[src/rtl/sub_pkg.sv]
// Shared ALU definitions: datapath widths, NZCV bit positions and the flag nibble type.
// Imported by the subtractor and reusable by the adder, compare and other ALU units.
package sub_pkg;

    localparam int DATA_W = 32;
    localparam int FLAG_W = 4;

    localparam int FLAG_N = 3;
    localparam int FLAG_Z = 2;
    localparam int FLAG_C = 1;
    localparam int FLAG_V = 0;

    typedef struct packed {
        logic n;
        logic z;
        logic c;
        logic v;
    } nzcv_t;

    function automatic nzcv_t pack_nzcv(input logic n, input logic z, input logic c, input logic v);
        nzcv_t f;
        f.n = n;
        f.z = z;
        f.c = c;
        f.v = v;
        return f;
    endfunction

endpackage

[src/rtl/sub_flag_gen.sv]
// Combinational NZCV generation from a 33-bit a + ~b + 1 sum.
// Shared with the compare unit, so it only looks at the operands and the raw sum.
module sub_flag_gen
    import sub_pkg::*;
(
    input  logic [DATA_W-1:0] a,
    input  logic [DATA_W-1:0] b,
    input  logic [DATA_W:0]   diff33,
    output logic              N,
    output logic              Z,
    output logic              C,
    output logic              V
);

    always_comb begin
        N = diff33[DATA_W-1];
        Z = (diff33[DATA_W-1:0] == '0);
        // Carry out of a + ~b + 1 is the inverted borrow: set when a >= b unsigned.
        C = diff33[DATA_W];
        V = (a[DATA_W-1] != b[DATA_W-1]) && (diff33[DATA_W-1] != a[DATA_W-1]);
    end

endmodule

[src/rtl/sub.sv]
// Registered 32-bit subtractor with optional NZCV update; flags pass through when S is low.
// One cycle latency, one operation per cycle, no input-to-output combinational path.
module sub
    import sub_pkg::*;
(
    input  logic                clk,
    input  logic                rst,
    input  logic [DATA_W-1:0]   In1,
    input  logic [DATA_W-1:0]   In2,
    input  logic [FLAG_W-1:0]   Flag,
    input  logic                S,
    output logic [DATA_W-1:0]   Result,
    output logic [FLAG_W-1:0]   New_Flag
);

    logic [DATA_W:0]   diff33;
    logic              flag_n;
    logic              flag_z;
    logic              flag_c;
    logic              flag_v;
    logic [DATA_W-1:0] result_d;
    logic [DATA_W-1:0] result_q;
    nzcv_t             new_flag_d;
    nzcv_t             new_flag_q;

    assign diff33 = {1'b0, In1} + {1'b0, ~In2} + {{DATA_W{1'b0}}, 1'b1};

    sub_flag_gen u_flag_gen (
        .a      (In1),
        .b      (In2),
        .diff33 (diff33),
        .N      (flag_n),
        .Z      (flag_z),
        .C      (flag_c),
        .V      (flag_v)
    );

    always_comb begin
        result_d   = diff33[DATA_W-1:0];
        new_flag_d = S ? pack_nzcv(flag_n, flag_z, flag_c, flag_v) : nzcv_t'(Flag);
    end

    always_ff @(posedge clk or posedge rst) begin
        if (rst) begin
            result_q   <= '0;
            new_flag_q <= '0;
        end else begin
            result_q   <= result_d;
            new_flag_q <= new_flag_d;
        end
    end

    assign Result   = result_q;
    assign New_Flag = new_flag_q;

endmodule

[config.mk]
export PLATFORM = sky130hd
export DESIGN_NAME = sub
export DESIGN_NICKNAME = d
export VERILOG_FILES = /design/src/rtl/sub_pkg.sv /design/src/rtl/sub_flag_gen.sv /design/src/rtl/sub.sv
export SDC_FILE = /design/constraint.sdc
export NUM_CORES = 1
export LEC_CHECK = 0
export CAP_MARGIN = 20
export CORE_UTILIZATION = 47
export DETAILED_ROUTE_END_ITERATION = 10
export HOLD_SLACK_MARGIN = 0.15
export PLACE_DENSITY = 0.81
export SLEW_MARGIN = 20
export SYNTH_ARGS = -nofsm -noshare
export SYNTH_HDL_FRONTEND = slang
export SYNTH_SLANG_ARGS = --single-unit
[constraint.sdc]
create_clock -name clk -period 1.2 [get_ports clk]
set_clock_uncertainty 0.1 [all_clocks]
set_input_delay 0.24 -clock clk [delete_from_list [all_inputs] [get_ports clk]]
set_output_delay 0.24 -clock clk [all_outputs]
set_load 0.02 [all_outputs]
==> run metrics, run 1 <==
status stopped before the end; Last stage clock tree synthesis (4_1_cts); Log Error [ERROR DPL-0038] Utilization greater than 100%, impossible to legalize; TritonCTS Sinks 36; Routability Congestion between 0.9 and 1; Synth Area in Simple Gates 21.7%; ys async rst share 100%; largest family of logic cells by synthesized area compound AO/OA/AOI/OAI gates; ys flop type dfrtp_1; CTS Buf Count 5; port bufs 106; Std-Cell Rows 30; Synth Area in Adders between 10% and 20%; htree depth 2; # hold bufs at CTS 0; area post-placement about 0.0060 mm²; syn_area_per_cell ~8.2 µm²; Setup Buffers After CTS between 40 and 50; die height approximately 86 µm; register area share after synthesis between 20% and 30%; cell count after synthesis 406; post-synthesis xor/xnor area fraction ~4.5%; worst slack at placement -2.45 ns; mux cell area share after synthesis 1.93%; post_cts resized roughly 450; Synth Register Bits 36; Die Span X 85.9 µm; Initial Utilization 48.7%; Warnings, synthesis 0; IO Pins about 110; Final HPWL DP ~11 mm; CTS Buffer Depth 2; Synth cell types 63; Syn Nets 510; EDFF count, synth 0; Compound-Gate Fraction of Synth Area between 20% and 30%; root buffer cell clkbuf_8; Post-Syn Area about 0.0033 mm²
cell usage after synthesis (all sizes together) (7+ instances only):
library cell,n,area (µm²)
dfrtp,36,901
ha,32,400
nand3,13,65.1
nand4,9,56.3
nor2,29,109
clkbuf,7,26.3
o21ai,22,110
inv,50,188
o21a,8,60.1
xor2,7,61.3
or3,8,51.3
and2,8,52.6
nand2,31,116
a21o,10,77.6
xnor2,10,87.6
a21oi,34,181
cells by family after synthesis:
kind of cell	Yosys count
AOI/OAI and AO/OA	117
buffers and inverters	60
DFF	36
muxes	6
adders and majority gates	33
xor gates and xnor gates	17
and+or+nand+nor	137
stage by stage:
stage | hold WS (ns) | setup TNS [ns] | cells
2_1_floorplan | 0.229 | -21.28 | 406
3_3_place_gp | 0.512 | -50.63 | 741
3_5_place_dp | 0.547 | -54.26 | 741
==> inputs of run 2 (changes only) <==
--- a/config.mk
+++ b/config.mk
@@ -6,10 +6,9 @@
 export NUM_CORES = 1
 export LEC_CHECK = 0
 export CAP_MARGIN = 20
-export CORE_UTILIZATION = 47
+export CORE_UTILIZATION = 40
 export DETAILED_ROUTE_END_ITERATION = 10
-export HOLD_SLACK_MARGIN = 0.15
-export PLACE_DENSITY = 0.81
+export PLACE_DENSITY_LB_ADDON = 0.15
 export SLEW_MARGIN = 20
 export SYNTH_ARGS = -nofsm -noshare
 export SYNTH_HDL_FRONTEND = slang
==> run 2 against run 1 <==
The flow now finishes, with violations (setup timing); synthesized area unchanged; synthesized cell count unchanged.
==> run metrics, run 2 <==
fmax ~0.35 GHz; Die Span X 93.0 µm (+8.2%); Synth Register Bits 36 (unchanged); count of final max-slew check failures 0; IO Pins 107 (unchanged); hold depth 3; met1 Use GR between 40% and 50%; commonest non-fill, non-tap cells in the layout 155 x buf_4, 58 x buf_6, 46 x buf_2; Critical Path Fanout Max 4; Synth cell types 63 (unchanged); Avg Vias per Cell 6.26; core area approximately 0.0078 mm²; Hold Crit Start In2[0]; die area a little under 0.009 mm²; busiest grt layer met2; cell count after synthesis 406 (unchanged); Overall Power roughly 7.3 mW; aggregate routed wire length 20.2 mm; element type at the critical path start input pin; register area share after synthesis 27.2% (unchanged); worst hold path endpoint Result[0]; TritonCTS Sinks 36 (unchanged); Crit Path Category input pin to flop; total gr overflow 0; Area growth, synth to finish 118%; root buffer cell clkbuf_8; max FFs per register 32; endpoints failing setup 40; CTS Buf Count 5 (unchanged); # hold bufs at CTS 0 (unchanged); met3 usage about 5.6%; clk slew on worst S/H paths about 0.09 ns; ys async rst share 100% (unchanged); CP startpoint In2[21]; EDFF count, synth 0 (unchanged); period utilization 241%; most instantiated library cell after synthesis inv_1; met2 GRT Util approximately 68%; largest net degree at the start of global routing 37; final setup margin -1.69 ns; via count about 5,000; die height 93.0 µm (+8.2%); failing checks setup timing; Post-Syn Area 0.00331 mm² (unchanged); ys flop type dfrtp_1; max_slew headroom roughly 60%; Std-Cell Rows 32 (+6.7%); Syn Nets 510 (unchanged); Hold Crit Class input pin to flop; Post-Place Cells 744 (+0.40%); Warnings, synthesis 0 (unchanged); Max-Cap Viols 0; Remaining DRCs 0; port bufs 106 (unchanged); Max VDD drop 0.000582 V; Cell Pwr Density 1010 mW/mm²; Leak approximately 3.4 nW; WL per Instance ~25 µm; CP endpoint kind flop; DRT iter0 DRCs between 400 and 500; DRT Pass-1 Iters 5; htree depth 2 (unchanged); clock tree from TritonCTS yes; CP Data Arrival Time slightly above 3 ns; syn_area_per_cell 8.15 µm² (unchanged); Initial Utilization 42.2% (-6.5 points); gr usage total 37.1%; first-pass GRT wire length 24.9 mm; final cell count without fillers 813; Fin. Hold Viols 0; top post-synthesis cells by count 50 x inv_1, 36 x dfrtp_1, 32 x ha_1; vias in the first global route around 5,000; unrepaired setup endpoints after global routing yes; biggest area consumer among synthesized cells dfrtp_1; hold_ws between 0.1 and 0.15 ns; synth top area cells dfrtp_1 27%, ha_1 12%, inv_1 5.7%; Final min period 2.89 ns; post-route ant nets 0; slew at the pin with the worst max-slew slack just over 0.6 ns; initial antenna violation count 0; most common cell after layout, fill and taps aside buf_4; Finished Core Util about 92%; Nets approximately 810; CTS Buffer Depth 2 (unchanged); status complete, but fails checks; CP required about 1.4 ns; number of antenna repair diodes 0; post-synth top area share 27.2% (unchanged); Routability Congestion 0.940 (-3.6%); ratio of cells with drive above 1 in the final layout 66.9%; Final HPWL DP 9.57 mm (-11%)
run 2: cell counts after synthesis:
Identical to the previous run, type by type.
run 2: critical path, stage by stage:
cell and delay (ns):
clkbuf_2 0.10, inv_2 0.05, ha_4 0.25, nand4_1 0.12, buf_4 0.16, inv_2 0.04
a22oi_2 0.30, buf_4 0.18, buf_6 0.10, nand3b_1 0.11, o211ai_1 0.43, o221ai_1 0.35
nor4_4 0.24, and4_1 0.24, a21o_1 0.12
run 2: cells by family (layout without fill, tap and decap cells):
group                    count (synthesis)  after routing  synth area share (%)
XOR/XNOR                                17             17                  4.50
flip-flops                              36             36                  27.2
adder cells (fa/ha/maj)                 33             33                  12.7
AND/OR/NAND/NOR                        137            137                  21.7
AO/OA/AOI/OAI                          117            117                  25.0
multiplexers                             6              6                  1.93
buffers and inverters                   60            365                  6.92
run 2: routing by layer:
layer  vias up  part of all wire (%)
met1      2416                    35
met2       443                    48
li1       2068                     -
met5         -                     0
met4         0                   7.5
met3       159                   9.3
run 2: power breakdown:
part | switching, mW | internal [mW]
clock | 0.553 | 0.619
sequential | 0.0993 | 1.44
combinational | 2.38 | 2.24
total | 3.03 | 4.30
run 2: timing repair:
item                       4_1_cts  5_1_grt
resized for setup              439       95
cloned                           1        0
hold endpoints to repair         0        0
pin swaps                      111       49
setup endpoints to repair       71       35
buffers inserted                49       25
run 2: area by class of cell:
cell class                      count  area [µm²]
Clock buffer                        6        72.6
Clock inverter                      2        35.0
Multi-Input combinational cell    310        3380
Tap cell                          102         128
Sequential cell                    36         901
Timing Repair Buffer              307        2480
Inverter                           50         230
Fill cell                         294         623
run 2: how the worst max path moves through the flow:
stage | end | slack, ns | cells after the start
2_1_floorplan | New_Flag[2] | -1.50 | 12
6_report | New_Flag[2] | -1.69 | 15
5_1_grt | New_Flag[2] | -1.69 | 16
3_3_place_gp | New_Flag[2] | -2.36 | 13
4_1_cts | New_Flag[2] | -1.49 | 13
3_5_place_dp | New_Flag[2] | -2.42 | 13
run 2: stage by stage:
step / setup slack, ns / TNS (ns) / cell area, µm²
CTS: -1.49 / -25.22 / 6850
detailed placement: -2.42 / -53.96 / 6010
global route: -1.69 / -30.31 / 7220
floorplan: -1.50 / -21.28 / 3850
global placement: -2.36 / -51.59 / 6010
finish: -1.69 / -29.49 / 7220
(Power assumes the default switching activity.)
